<file path="config.mk">
export PLATFORM = sky130hd
export DESIGN_NAME = sort4_seq
export DESIGN_NICKNAME = d
export VERILOG_FILES = /design/src/rtl/sort4_seq.sv
export SDC_FILE = /design/constraint.sdc
export NUM_CORES = 1
export LEC_CHECK = 0
export BUFFER_PORTS_ARGS = -buffer_cell sky130_fd_sc_hd__clkbuf_2
export CELL_PAD_IN_SITES_DETAIL_PLACEMENT = 1
export CELL_PAD_IN_SITES_GLOBAL_PLACEMENT = 1
export CORE_AREA = 2 2 72 74
export DETAILED_ROUTE_END_ITERATION = 6
export DIE_AREA = 0 0 74 76
export HOLD_SLACK_MARGIN = 0.08
export PLACE_DENSITY = 0.83
export SETUP_SLACK_MARGIN = 0.4
export SYNTH_ARGS = -nofsm -noshare
export SYNTH_HDL_FRONTEND = slang
export SYNTH_SLANG_ARGS = --single-unit
</file>
<file path="constraint.sdc">
create_clock -name clk -period 5.9 [get_ports clk]
set_input_delay 0 -clock clk [delete_from_list [all_inputs] [get_ports clk]]
set_output_delay 0 -clock clk [all_outputs]
set_load 0.05 [all_outputs]
</file>
<file path="src/rtl/sort4_seq.sv">
// ---------------------------------------------------------------------------
// sort4_seq
//   Sequential 4-entry sorter for 4-bit unsigned values. Four operands are
//   loaded over a valid/ready input stream. They are sorted in place with a
//   fixed 3-pass x 3-pair bubble-sort schedule, which takes exactly 9 compare
//   cycles. The sorted values are then streamed out over a valid/ready output.
//   Magnitude decisions come from an external A>B comparator: this block
//   drives cmp_a/cmp_b and swaps the current pair when cmp_gt is high.
//
// Parameters
//   DESC       0 = ascending (smallest first), 1 = descending
//
// Ports
//   clk        rising-edge clock
//   rst_n      asynchronous active-low reset
//   in_valid   in_data valid this cycle
//   in_data    operand to load (4 bits)
//   in_ready   block accepts in_data (LOAD only)
//   cmp_a      comparator operand A (0 outside SORT)
//   cmp_b      comparator operand B (0 outside SORT)
//   cmp_gt     comparator result, cmp_a > cmp_b
//   out_valid  out_data valid (OUT only)
//   out_data   sorted value (0 outside OUT)
//   out_last   final (4th) output beat
//   out_ready  downstream accepts beat
//   busy       high in SORT and OUT
// ---------------------------------------------------------------------------
module sort4_seq #(
    parameter bit DESC = 1'b0
) (
    input  logic       clk,
    input  logic       rst_n,
    input  logic       in_valid,
    input  logic [3:0] in_data,
    output logic       in_ready,
    output logic [3:0] cmp_a,
    output logic [3:0] cmp_b,
    input  logic       cmp_gt,
    output logic       out_valid,
    output logic [3:0] out_data,
    output logic       out_last,
    input  logic       out_ready,
    output logic       busy
);

    typedef enum logic [1:0] {
        S_LOAD = 2'd0,
        S_SORT = 2'd1,
        S_OUT  = 2'd2
    } state_t;

    state_t          state_q, state_d;
    logic [1:0]      idx_q, idx_d;
    logic [1:0]      p_q, p_d;
    logic [1:0]      j_q, j_d;
    logic [3:0][3:0] mem_q, mem_d;

    // j only takes 0..2 in SORT, so j+1 stays inside mem.
    logic [1:0]      j_nx;
    assign j_nx = j_q + 2'd1;

    // -----------------------------------------------------------------------
    // Next-state logic
    // -----------------------------------------------------------------------
    always_comb begin
        state_d = state_q;
        idx_d   = idx_q;
        p_d     = p_q;
        j_d     = j_q;
        mem_d   = mem_q;

        case (state_q)
            S_LOAD: begin
                if (in_valid) begin
                    mem_d[idx_q] = in_data;
                    if (idx_q == 2'd3) begin
                        idx_d   = 2'd0;
                        p_d     = 2'd0;
                        j_d     = 2'd0;
                        state_d = S_SORT;
                    end else begin
                        idx_d = idx_q + 2'd1;
                    end
                end
            end

            S_SORT: begin
                // The operand order on cmp_a/cmp_b already encodes the sort
                // direction, so a high cmp_gt always means "swap".
                if (cmp_gt) begin
                    mem_d[j_q]  = mem_q[j_nx];
                    mem_d[j_nx] = mem_q[j_q];
                end
                if (j_q == 2'd2) begin
                    j_d = 2'd0;
                    if (p_q == 2'd2) begin
                        p_d     = 2'd0;
                        idx_d   = 2'd0;
                        state_d = S_OUT;
                    end else begin
                        p_d = p_q + 2'd1;
                    end
                end else begin
                    j_d = j_nx;
                end
            end

            S_OUT: begin
                if (out_ready) begin
                    if (idx_q == 2'd3) begin
                        idx_d   = 2'd0;
                        state_d = S_LOAD;
                    end else begin
                        idx_d = idx_q + 2'd1;
                    end
                end
            end

            default: begin
                state_d = S_LOAD;
                idx_d   = 2'd0;
                p_d     = 2'd0;
                j_d     = 2'd0;
            end
        endcase
    end

    // -----------------------------------------------------------------------
    // State registers
    // -----------------------------------------------------------------------
    always_ff @(posedge clk or negedge rst_n) begin
        if (!rst_n) begin
            state_q <= S_LOAD;
            idx_q   <= 2'd0;
            p_q     <= 2'd0;
            j_q     <= 2'd0;
            mem_q   <= '0;
        end else begin
            state_q <= state_d;
            idx_q   <= idx_d;
            p_q     <= p_d;
            j_q     <= j_d;
            mem_q   <= mem_d;
        end
    end

    // -----------------------------------------------------------------------
    // Outputs: decoded from registered state and mem only, so there is no
    // combinational path from in_valid or out_ready.
    // -----------------------------------------------------------------------
    assign in_ready = (state_q == S_LOAD);
    assign busy     = (state_q == S_SORT) || (state_q == S_OUT);

    always_comb begin
        cmp_a = 4'd0;
        cmp_b = 4'd0;
        if (state_q == S_SORT) begin
            // Descending order swaps the operands so that "A > B" still
            // means the pair is out of order.
            if (DESC) begin
                cmp_a = mem_q[j_nx];
                cmp_b = mem_q[j_q];
            end else begin
                cmp_a = mem_q[j_q];
                cmp_b = mem_q[j_nx];
            end
        end
    end

    always_comb begin
        out_valid = 1'b0;
        out_data  = 4'd0;
        out_last  = 1'b0;
        if (state_q == S_OUT) begin
            out_valid = 1'b1;
            out_data  = mem_q[idx_q];
            out_last  = (idx_q == 2'd3);
        end
    end

endmodule

</file>
# --- After elaboration in Yosys (flattened, before gate mapping) ---
# Cells that the tools add are included.
word_totals:
  elab_cells: 83
  out_inout_bits: 16
  in_bits: 9
  ff_bits: 24
op_classes:
  eq_ne: 12
  bitwise_logic: 1
  mux: 42
  addsub: 3
  magnitude_cmp: 6
  reduce_logical: 11
op_table:
  columns: ["operator", "n"]
  rows:
  - ["bitwise mux 16 bit", 3]
  - ["2-to-1 mux 4 bit", 9]
  - ["2-to-1 mux 16 bit", 2]
  - ["case mux 16 bit (2 select lines)", 1]
  - ["2-to-1 mux 2 bit", 15]
  - ["binary-select mux 4 bit (select 2 bit)", 3]
  - ["demux 4 bit (select 2 bit)", 3]
  - ["case mux 2 bit (3 select lines)", 4]
  - ["inequality test 2 bit (second input constant)", 6]
  - ["less-than comparator 2 x 3 -> 1 bit (second input constant)", 3]
  - ["== test 2 bit (second input constant)", 4]
  - ["AND reduction 4 bit", 2]
  - ["adder 2 x 1 -> 2 bit (second input constant)", 3]
  - ["greater-or-equal comparator 2 x 1 -> 1 bit (second input constant)", 3]
  - ["AND reduction 3 bit", 2]
  - ["AND reduction 6 bit", 1]
  - ["logical AND 1 bit", 3]
  - ["== test 2 x 1 -> 1 bit (second input constant)", 1]
  - ["zero test 2 bit", 1]
  - ["2-to-1 mux 1 bit", 2]
  - ["inequality test 2 x 1 -> 1 bit (second input constant)", 1]
  - ["nonzero test 2 bit", 1]
  - ["logical OR 1 bit", 1]
  - ["inverter 1 bit", 1]

# --- Longest topological paths before layout ---
# Gate-level depths: netlist of run 1.
depth:
  depth_word: 8
  ltp_mapped: 8
  ltp_nobuf: 6

# --- Worst setup path after synthesis of run 1 ---
# Ideal clock, no wire load.
synth_timing:
  path_type: "register -> register"
  start: "register j_q[0]"
  end: "register mem_q[11] (netlist bit)"
  slack_ns: 3.373
  setup_time_ns: 0.125
  path_buffers: 2
  arrival_time_ns: 2.402
  path_stages_with_launch: 9
  path_cell_list: "dfrtp_1 -> buf_2 -> clkinv_1 -> ha_1 -> clkbuf_1 -> mux2_2 -> a22oi_1 -> a31oi_1 -> mux2_2"
synth_between:
  elab_chain_cells: 8
  elab_cells_between_ends: 19
  classes_between: "add/sub (1); order compare (4); mux (12); reduce/logical (2)"
synth_lines:
  columns: ["item", "line", "text"]
  rows:
  - ["from (decl)", "55", "logic [1:0] j_q, j_d;"]
  - ["from (signal assigned)", "142", "j_q <= j_d;"]
  - ["adder 2 x 1 -> 2 bit, or another cell as far along", "60", "assign j_nx = j_q + 2'd1;"]
  - ["less-than comparator 2 x 3 -> 1 bit (not written as such), or another cell as far along", "92", "mem_d[j_nx] = mem_q[j_q];"]
  - ["logical AND 1 bit (not written as such) or 2-to-1 mux 4 bit (tied branches)", "92, 91", null]
  - ["2-to-1 mux 4 bit (not written as such) or demux 4 bit (select 2 bit) (tied branches)", "92, 91", null]
  - ["demux 4 bit (select 2 bit) or bitwise mux 16 bit (tied branches)", "92, 91", null]
  - ["bitwise mux 16 bit (*)", "92", null]
  - ["2-to-1 mux 16 bit (*)", "90", "if (cmp_gt) begin"]
  - ["case mux 16 bit (2 select lines) (*)", "72", "case (state_q)"]
  - ["to (signal assigned)", "143", "mem_q <= mem_d;"]
  - ["to (decl)", "56", "logic [3:0][3:0] mem_q, mem_d;"]
# Every way passes the cells marked *; elsewhere a longest branch is shown, timed or not. The select of a mux whose other input is x is not followed.
# A chain may end at the register's enable or synchronous reset.

# --- Worst setup path after layout of run 1 ---
layout_timing:
  start: "register state_q[1]"
  end: "register mem_q[3] (netlist bit)"
layout_between:
  elab_chain_cells: 3
  elab_cells_between_ends: 7
  classes_between: "eq/ne (3); mux (1); reduce/logical (3)"
layout_lines:
  columns: ["item", "line", "text"]
  rows:
  - ["from (decl)", "52", "state_t state_q, state_d;"]
  - ["from (signal assigned)", "139", "state_q <= state_d;"]
  - ["== test 2 x 1 -> 1 bit or zero test 2 bit (tied branches)", "72", null]
  - ["inequality test 2 bit (no source line) or nonzero test 2 bit (tied branches)", null, null]
  - ["AND reduction 3 bit (no source line)", null, null]
# Several ways; a longest one is shown, not always the timed one.

==> results of run 1 <==
## state kept, by name, indices dropped and copies added (netlist names)
register	count
mem_q	16
idx_q	2
state_q	2
p_q	2
j_q	2
## worst paths after layout
kind	cells past startpoint	to	start	slack (ns)
max	5	mem_q[3]	state_q[1]	2.73
min	2	mem_q[4]	rst_n	0.28
max reg2reg	5	mem_q[3]	state_q[1]	2.73
min reg2reg	2	p_q[1]	p_q[0]	0.55
max in group asynchronous	2	j_q[0]	rst_n	5.19
min in group clk	4	idx_q[1]	out_ready	0.29
## critical path: cells and delay by family, from the launching register on
family	cells	cell delay, ns
flip-flops	1	0.42
multiplexers	2	0.82
AND/OR/NAND/NOR	1	0.78
adder cells (fa/ha/maj)	1	0.91
buffers and inverters	1	0.12
## power by group
group / internal [W] / switching [W] / total (W)
registers: 0.000243 / 0.000106 / 0.000349
logic: 0.000370 / 0.000592 / 0.000961
clock network: 0.0000598 / 0.0000583 / 0.000118
## per-layer routing
metal / up-vias / GRT usage (%) / part of all wire [%]
met2: 68 / 36.2 / 48
met1: 962 / 32.6 / 45
met5: - / 0 / 0
li1: 874 / - / -
met3: 11 / 3.17 / 5.4
met4: 0 / 9.27 / 1.7
## cell families after synthesis
logic type | synth area share, %
and+or+nand+nor | 19.3
AOI/OAI and AO/OA | 17.3
muxes | 20.6
DFF | 28.5
buffers and inverters | 4.21
adders and majority gates | 10.1
## through the flow
stage	instance area, um2	instances	hold slack [ns]	util (%)	total power (W)
6_report	2390	317	0.284	48.7	0.00143
3_3_place_gp	2270	307	0.0619	46.3	0.00128
5_1_grt	2390	317	0.340	48.7	0.00152
3_5_place_dp	2270	307	0.0683	46.3	0.00130
4_1_cts	2390	317	0.296	48.7	0.00143
2_1_floorplan	2110	221	-0.296	-	0.00108
## cell type report
class	instances	area, um2
Tap cell	70	87.6
Clock buffer	4	55.1
Inverter	12	45.0
Timing Repair Buffer	30	180
Fill cell	575	2520
Sequential cell	24	601
Multi-Input combinational cell	177	1420
## cell usage in the layout, fill, tap and decap left out, types with 6 or more instances in the layout
| master | instances |
|---|---|
| sky130_fd_sc_hd__mux2_2 | 17 |
| sky130_fd_sc_hd__inv_1 | 11 |
| sky130_fd_sc_hd__a22oi_1 | 8 |
| sky130_fd_sc_hd__o21ai_0 | 9 |
| sky130_fd_sc_hd__nand3_1 | 10 |
| sky130_fd_sc_hd__ha_1 | 17 |
| sky130_fd_sc_hd__nor2_1 | 20 |
| sky130_fd_sc_hd__nand2b_1 | 7 |
| sky130_fd_sc_hd__clkbuf_2 | 24 |
| sky130_fd_sc_hd__and2_1 | 7 |
| sky130_fd_sc_hd__a31oi_1 | 12 |
| sky130_fd_sc_hd__nand2_1 | 21 |
| sky130_fd_sc_hd__dfrtp_1 | 24 |
| sky130_fd_sc_hd__mux2i_1 | 6 |
| sky130_fd_sc_hd__dlygate4sd3_1 | 6 |
| sky130_fd_sc_hd__mux4_2 | 7 |
## what timing repair did
item / CTS / global route
hold buffers: 6 / 0
buffers inserted: 0 / 0
hold endpoints to repair: 29 / 0
==> impl_results.md, run 1 <==
* Commonest cells in the netlist: 24 x sky130_fd_sc_hd__dfrtp_1, 21 x sky130_fd_sc_hd__nand2_1, 20 x sky130_fd_sc_hd__nor2_1
* Crit path kind: reg2reg
* Port buffer count at 24
* Clock sink count at 24
* Setup violators final at 0
* Gate Count Post-Synth at about 220
* Area of the mapped netlist at ~0.0021 mm2
* Final total negative setup slack at 0 ns
* Clock Skew at 0.00565 ns
* Min Tclk post-route at 3.17 ns
* Layout Area Growth over Synthesis at 13.2%
* Area of the placeable core at about 0.0049 mm2
* Die Wd at 74 um
* Kind of start point of the critical path: flip-flop
* Ys async rst share at 100%
* Total vias in the final route at 1915
* Portion of the clock cycle consumed by the worst path in the final layout at 53.7%
* Pin count of the biggest net entering global routing at 33
* DRC viols at 0
* Critical path endpoint category: flip-flop
* Hold Fails Final Rpt at 0
* Top-count cell post-synth: sky130_fd_sc_hd__dfrtp_1
* Antenna violations before repair at 0
* Fraction of layout cells with a size suffix above 1 at between 20% and 30%
* Area leader, netlist: sky130_fd_sc_hd__dfrtp_1
* Initial Util at between 40% and 50%
* Vias per cell at 6.04
* Worst-path maximum fanout at 32
* Number of DRC markers after the initial detailed-route iteration at roughly 170
* DRT Pass-1 Iters at 4
* Antenna cell count at 0
* Total Routed Length at approximately 6200 um
* Critical Path, Cell by Cell: inv_1 -> ha_1 -> mux2i_1 -> nor3_1 -> mux2_2
* Clock transition at the registers of the reported paths at approximately 0.09 ns
* Number of enable-type register cells in the synthesized netlist at 0
* All-layer global routing usage at between 20% and 30%
* Post-synth net total at between 200 and 250
* Count of yosys warnings during synthesis at 0
* Post-synthesis sequential area ratio at 28.5%
* Routed wirelength normalized by instance count at 19.5 um
* Kind of path behind the tightest hold check: in2async
* Cell chosen for the clock root: sky130_fd_sc_hd__clkbuf_8
* VDD IR max at between 400 and 500 uV
* Overall die height at roughly 76 um
* Final setup slack of the worst path at between 2 and 3 ns
* Maximum cell stage delay along the critical path at about 0.91 ns
* Die area at between 0.005 and 0.006 mm2
* Seq cells post-synth at 24
* Wire length of the first global-routing pass at between 9000 and 10000 um
* Mean instance size in the synthesized netlist at approximately 9.6 um2
* Setup repair after global routing missed its margin: false
* Clock tree from TritonCTS: done
* Placement-stage worst setup slack at ~2.8 ns
* Row count at 26
* Max Freq at about 0.32 GHz
* Number of buffers created by CTS at 3
* Number of distinct library cells after synthesis at 38
* Max-slew violations at 0
* Number of nets with antenna violations after detailed routing at 0
* Max-cap violations at 0
* Post-detail-place hpwl at 4520 um
* Residual overflow from global routing at 0
* Run status: completed
* Via count of the first global-routing pass at 1886
* Most used flip-flop cell after synthesis: sky130_fd_sc_hd__dfrtp_1
* Leakage at 1.00 nW
* Routability congestion estimate at approximately 0.93
* Clock insertion delay at the later pin of the skew report at ~0.28 ns
* Ranking of synthesized cells by area: sky130_fd_sc_hd__dfrtp_1 28%, sky130_fd_sc_hd__ha_1 10%, sky130_fd_sc_hd__mux2_2 9.1%, sky130_fd_sc_hd__mux4_2 7.5%, sky130_fd_sc_hd__nand2_1 3.7%
* Total I/O pin count at 25
* Required time at the worst-slack endpoint at 6.06 ns
* Buffer levels on the longest clock path at 2
* Relative slew slack at about a quarter
* Net count reported at finish at between 200 and 300
* Number of gates resized after CTS at 0
* Crit path max-delay cell type: sky130_fd_sc_hd__ha_1
* Worst path arrival time at about 3.3 ns
* Tightest Pin Transition at 1.11 ns
* Portion of synthesized cell area occupied by the leading cell type at 28.5%
* Clock H-tree levels at 1
* Power density relative to cell area at about 600 mW/mm2
(Power assumes the default switching activity.)
==> run 2: changes to the inputs <==
--- a/config.mk
+++ b/config.mk
@@ -8,11 +8,11 @@
 export BUFFER_PORTS_ARGS = -buffer_cell sky130_fd_sc_hd__clkbuf_2
 export CELL_PAD_IN_SITES_DETAIL_PLACEMENT = 1
 export CELL_PAD_IN_SITES_GLOBAL_PLACEMENT = 1
-export CORE_AREA = 2 2 72 74
+export CORE_AREA = 2 2 75 77
 export DETAILED_ROUTE_END_ITERATION = 6
-export DIE_AREA = 0 0 74 76
+export DIE_AREA = 0 0 77 79
 export HOLD_SLACK_MARGIN = 0.08
-export PLACE_DENSITY = 0.83
+export PLACE_DENSITY = 0.8
 export SETUP_SLACK_MARGIN = 0.4
 export SYNTH_ARGS = -nofsm -noshare
 export SYNTH_HDL_FRONTEND = slang
==> constraint.sdc (replaced) <==
create_clock -name clk -period 2.8 [get_ports clk]
set_input_delay 0 -clock clk [delete_from_list [all_inputs] [get_ports clk]]
set_output_delay 0 -clock clk [all_outputs]
set_load 0.05 [all_outputs]
==> run 2 against run 1 <==
Net effect: clock power grew to 2.7 times the previous value; routed wire length rose by 1.9%; critical path type is now reg2out; largest power group unchanged; combinational power is 120% higher; worst setup slack got worse by 2.2 ns; final area grew 2.0%; power up 120%.
==> impl_results.md, run 2 (same netlist as run 1, synthesis figures left out) <==
* Run status: completed
* Pin count of the biggest net entering global routing at 32
* Worst setup path startpoint: j_q[0]
* Worst-case hold path end point: state_q[0]
* Area of the placeable core at 0.00534 mm2
* Max-cap violations at 0
* Number of buffers created by CTS at 3
* Clock tree from TritonCTS: done
* Power density relative to cell area at approximately 1300 mW/mm2
* Register containing the most flip-flops in the final layout: mem_q
* Maximum cell stage delay along the critical path at between 0.4 and 0.5 ns
* Clock H-tree levels at 1
* Cell chosen for the clock root: sky130_fd_sc_hd__clkbuf_8
* Vias per cell at 5.84
* Max Freq at around 0.44 GHz
* Layout Area Growth over Synthesis at 15.5%
* Antenna cell count at 0
* DRC viols at 0
* Critical Path, Cell by Cell: clkinv_2 -> ha_2 -> mux2_2 -> mux2i_1 -> nor2_1 -> clkbuf_2
* Final setup slack of the worst path at between 0.5 and 0.6 ns
* Port buffer count at 24
* Worst-path maximum fanout at 9
* Routed wirelength normalized by instance count at slightly below 20 um
* Critical path's top delay family: multiplexers
* Min Tclk post-route at 2.29 ns
* Combined buffer and inverter count along the critical path at 2
* Number of instances on the worst hold path at 4
* Critical path endpoint category: primary output
* Highest-count cells in the layout ignoring fill and taps: 24 x sky130_fd_sc_hd__dfrtp_1, 24 x sky130_fd_sc_hd__clkbuf_2, 21 x sky130_fd_sc_hd__nand2_1
* Hold Fails Final Rpt at 0
* Crit path max-delay cell type: sky130_fd_sc_hd__ha_2
* Setup violators final at 0
* Setup repair after global routing missed its margin: false
* Overall die height at a little under 80 um
* Critical register-to-register path startpoint: state_q[1]
* Number of nets with antenna violations after detailed routing at 0
* VDD IR max at between 600 and 700 uV
* Residual overflow from global routing at 0
* Relative slew slack at between 50% and 60%
* Count of placed standard cells including taps at approximately 310
* R2R cell count at 7
* Clock sink count at 24
* FF-to-FF End: mem_q[4]
* Min-delay src: in_valid
* Row count at 27
* Final total negative setup slack at 0 ns
* Design Power at about 0.0031 W
* Tightest Pin Transition at 0.703 ns
* Max-slew violations at 0
* Total I/O pin count at 25
* Non-filler instance count after layout at roughly 320
* Total vias in the final route at between 1500 and 2000
* Crit path kind: reg2out
* Wire length of the first global-routing pass at 10600 um
* Initial Util at approximately 40%
* DRT Pass-1 Iters at 4
* Kind of start point of the critical path: flip-flop
* Placement-stage worst setup slack at roughly 0.45 ns
* Die area at between 0.006 and 0.007 mm2
* Clock transition at the registers of the reported paths at ~0.090 ns
* Reg2Reg Setup Slack at 0.57 ns
* Kind of path behind the tightest hold check: in2reg
* Leakage at ~1.0 nW
* Antenna violations before repair at 0
* Via count of the first global-routing pass at approximately 1900
* Worst path arrival time at between 2 and 2.5 ns
* Routability congestion estimate at just over 0.9
* Portion of the clock cycle consumed by the worst path in the final layout at between 80% and 90%
* Post-detail-place hpwl at around 4600 um
* Buffer levels on the longest clock path at 2
* Number of DRC markers after the initial detailed-route iteration at just under 200
* Required time at the worst-slack endpoint at 2.80 ns
* Die Wd at 77 um
* Net count reported at finish at 277
* Fraction of layout cells with a size suffix above 1 at between 20% and 30%
* Clock insertion delay at the later pin of the skew report at 0.28 ns
* Total Routed Length at roughly 6300 um
* All-layer global routing usage at around 23%
* Clock Skew at around 0.0019 ns
* Max FFs per register at 16
[run 2: layer usage]
layer	routed length [um]	share of wire [%]	vias to the layer above	track usage, %
li1	-	-	876	-
met1	2800	44	936	31.0
met2	3140	50	57	38.0
met3	271	4.3	11	1.82
met4	105	1.7	0	7.14
met5	0	0	-	0
[run 2: worst max path at each step]
| stage | endpoint | cells after the start |
|---|---|---|
| floorplan | mem_q[11] | 8 |
| global placement | mem_q[2] | 6 |
| detailed placement | mem_q[1] | 5 |
| CTS | mem_q[3] | 6 |
| global route | mem_q[4] | 7 |
| finish | cmp_b[1] | 6 |
[run 2: worst register-to-register path: stages (launching register included)]
cell                       delay [ns]
sky130_fd_sc_hd__dfrtp_1         0.42
sky130_fd_sc_hd__inv_1           0.11
sky130_fd_sc_hd__ha_1            0.19
sky130_fd_sc_hd__buf_4           0.31
sky130_fd_sc_hd__o21ai_0         0.21
sky130_fd_sc_hd__a211oi_2        0.53
sky130_fd_sc_hd__nand3_1         0.16
sky130_fd_sc_hd__o22a_1          0.19
[run 2: final cells by class]
cell class | instances | area, um2
well taps | 72 | 90.1
fillers | 649 | 2900
multi-input cells | 177 | 1430
inverters | 12 | 46.3
clock buffers | 3 | 41.3
flip-flops and latches | 24 | 601
repair buffers | 33 | 200
clock inverters | 1 | 30.0
[run 2: through the flow]
step / hold WS [ns] / area [um2] / utilization (%)
2_1_floorplan: -0.296 / 2110 / -
3_3_place_gp: 0.0588 / 2310 / 43.2
3_5_place_dp: 0.0617 / 2310 / 43.2
4_1_cts: 0.113 / 2430 / 45.5
5_1_grt: 0.159 / 2440 / 45.7
6_report: 0.0974 / 2440 / 45.7
[run 2: report_power, final]
| group | switching [W] | leakage, nW | total (W) | internal, W |
|---|---|---|---|---|
| sequential | 0.000196 | 0.294 | 0.000708 | 0.000512 |
| combinational | 0.00131 | 0.698 | 0.00211 | 0.000806 |
| clock | 0.000129 | 0.0357 | 0.000321 | 0.000192 |
| total | 0.00163 | 1.03 | 0.00314 | 0.00151 |
[run 2: repair_timing]
action / CTS / global route
resized for setup: 0 / 2
endpoints found under the hold margin: 28 / 0
setup buffers: 0 / 0
setup endpoints to repair: 0 / 7
hold buffers: 5 / 0
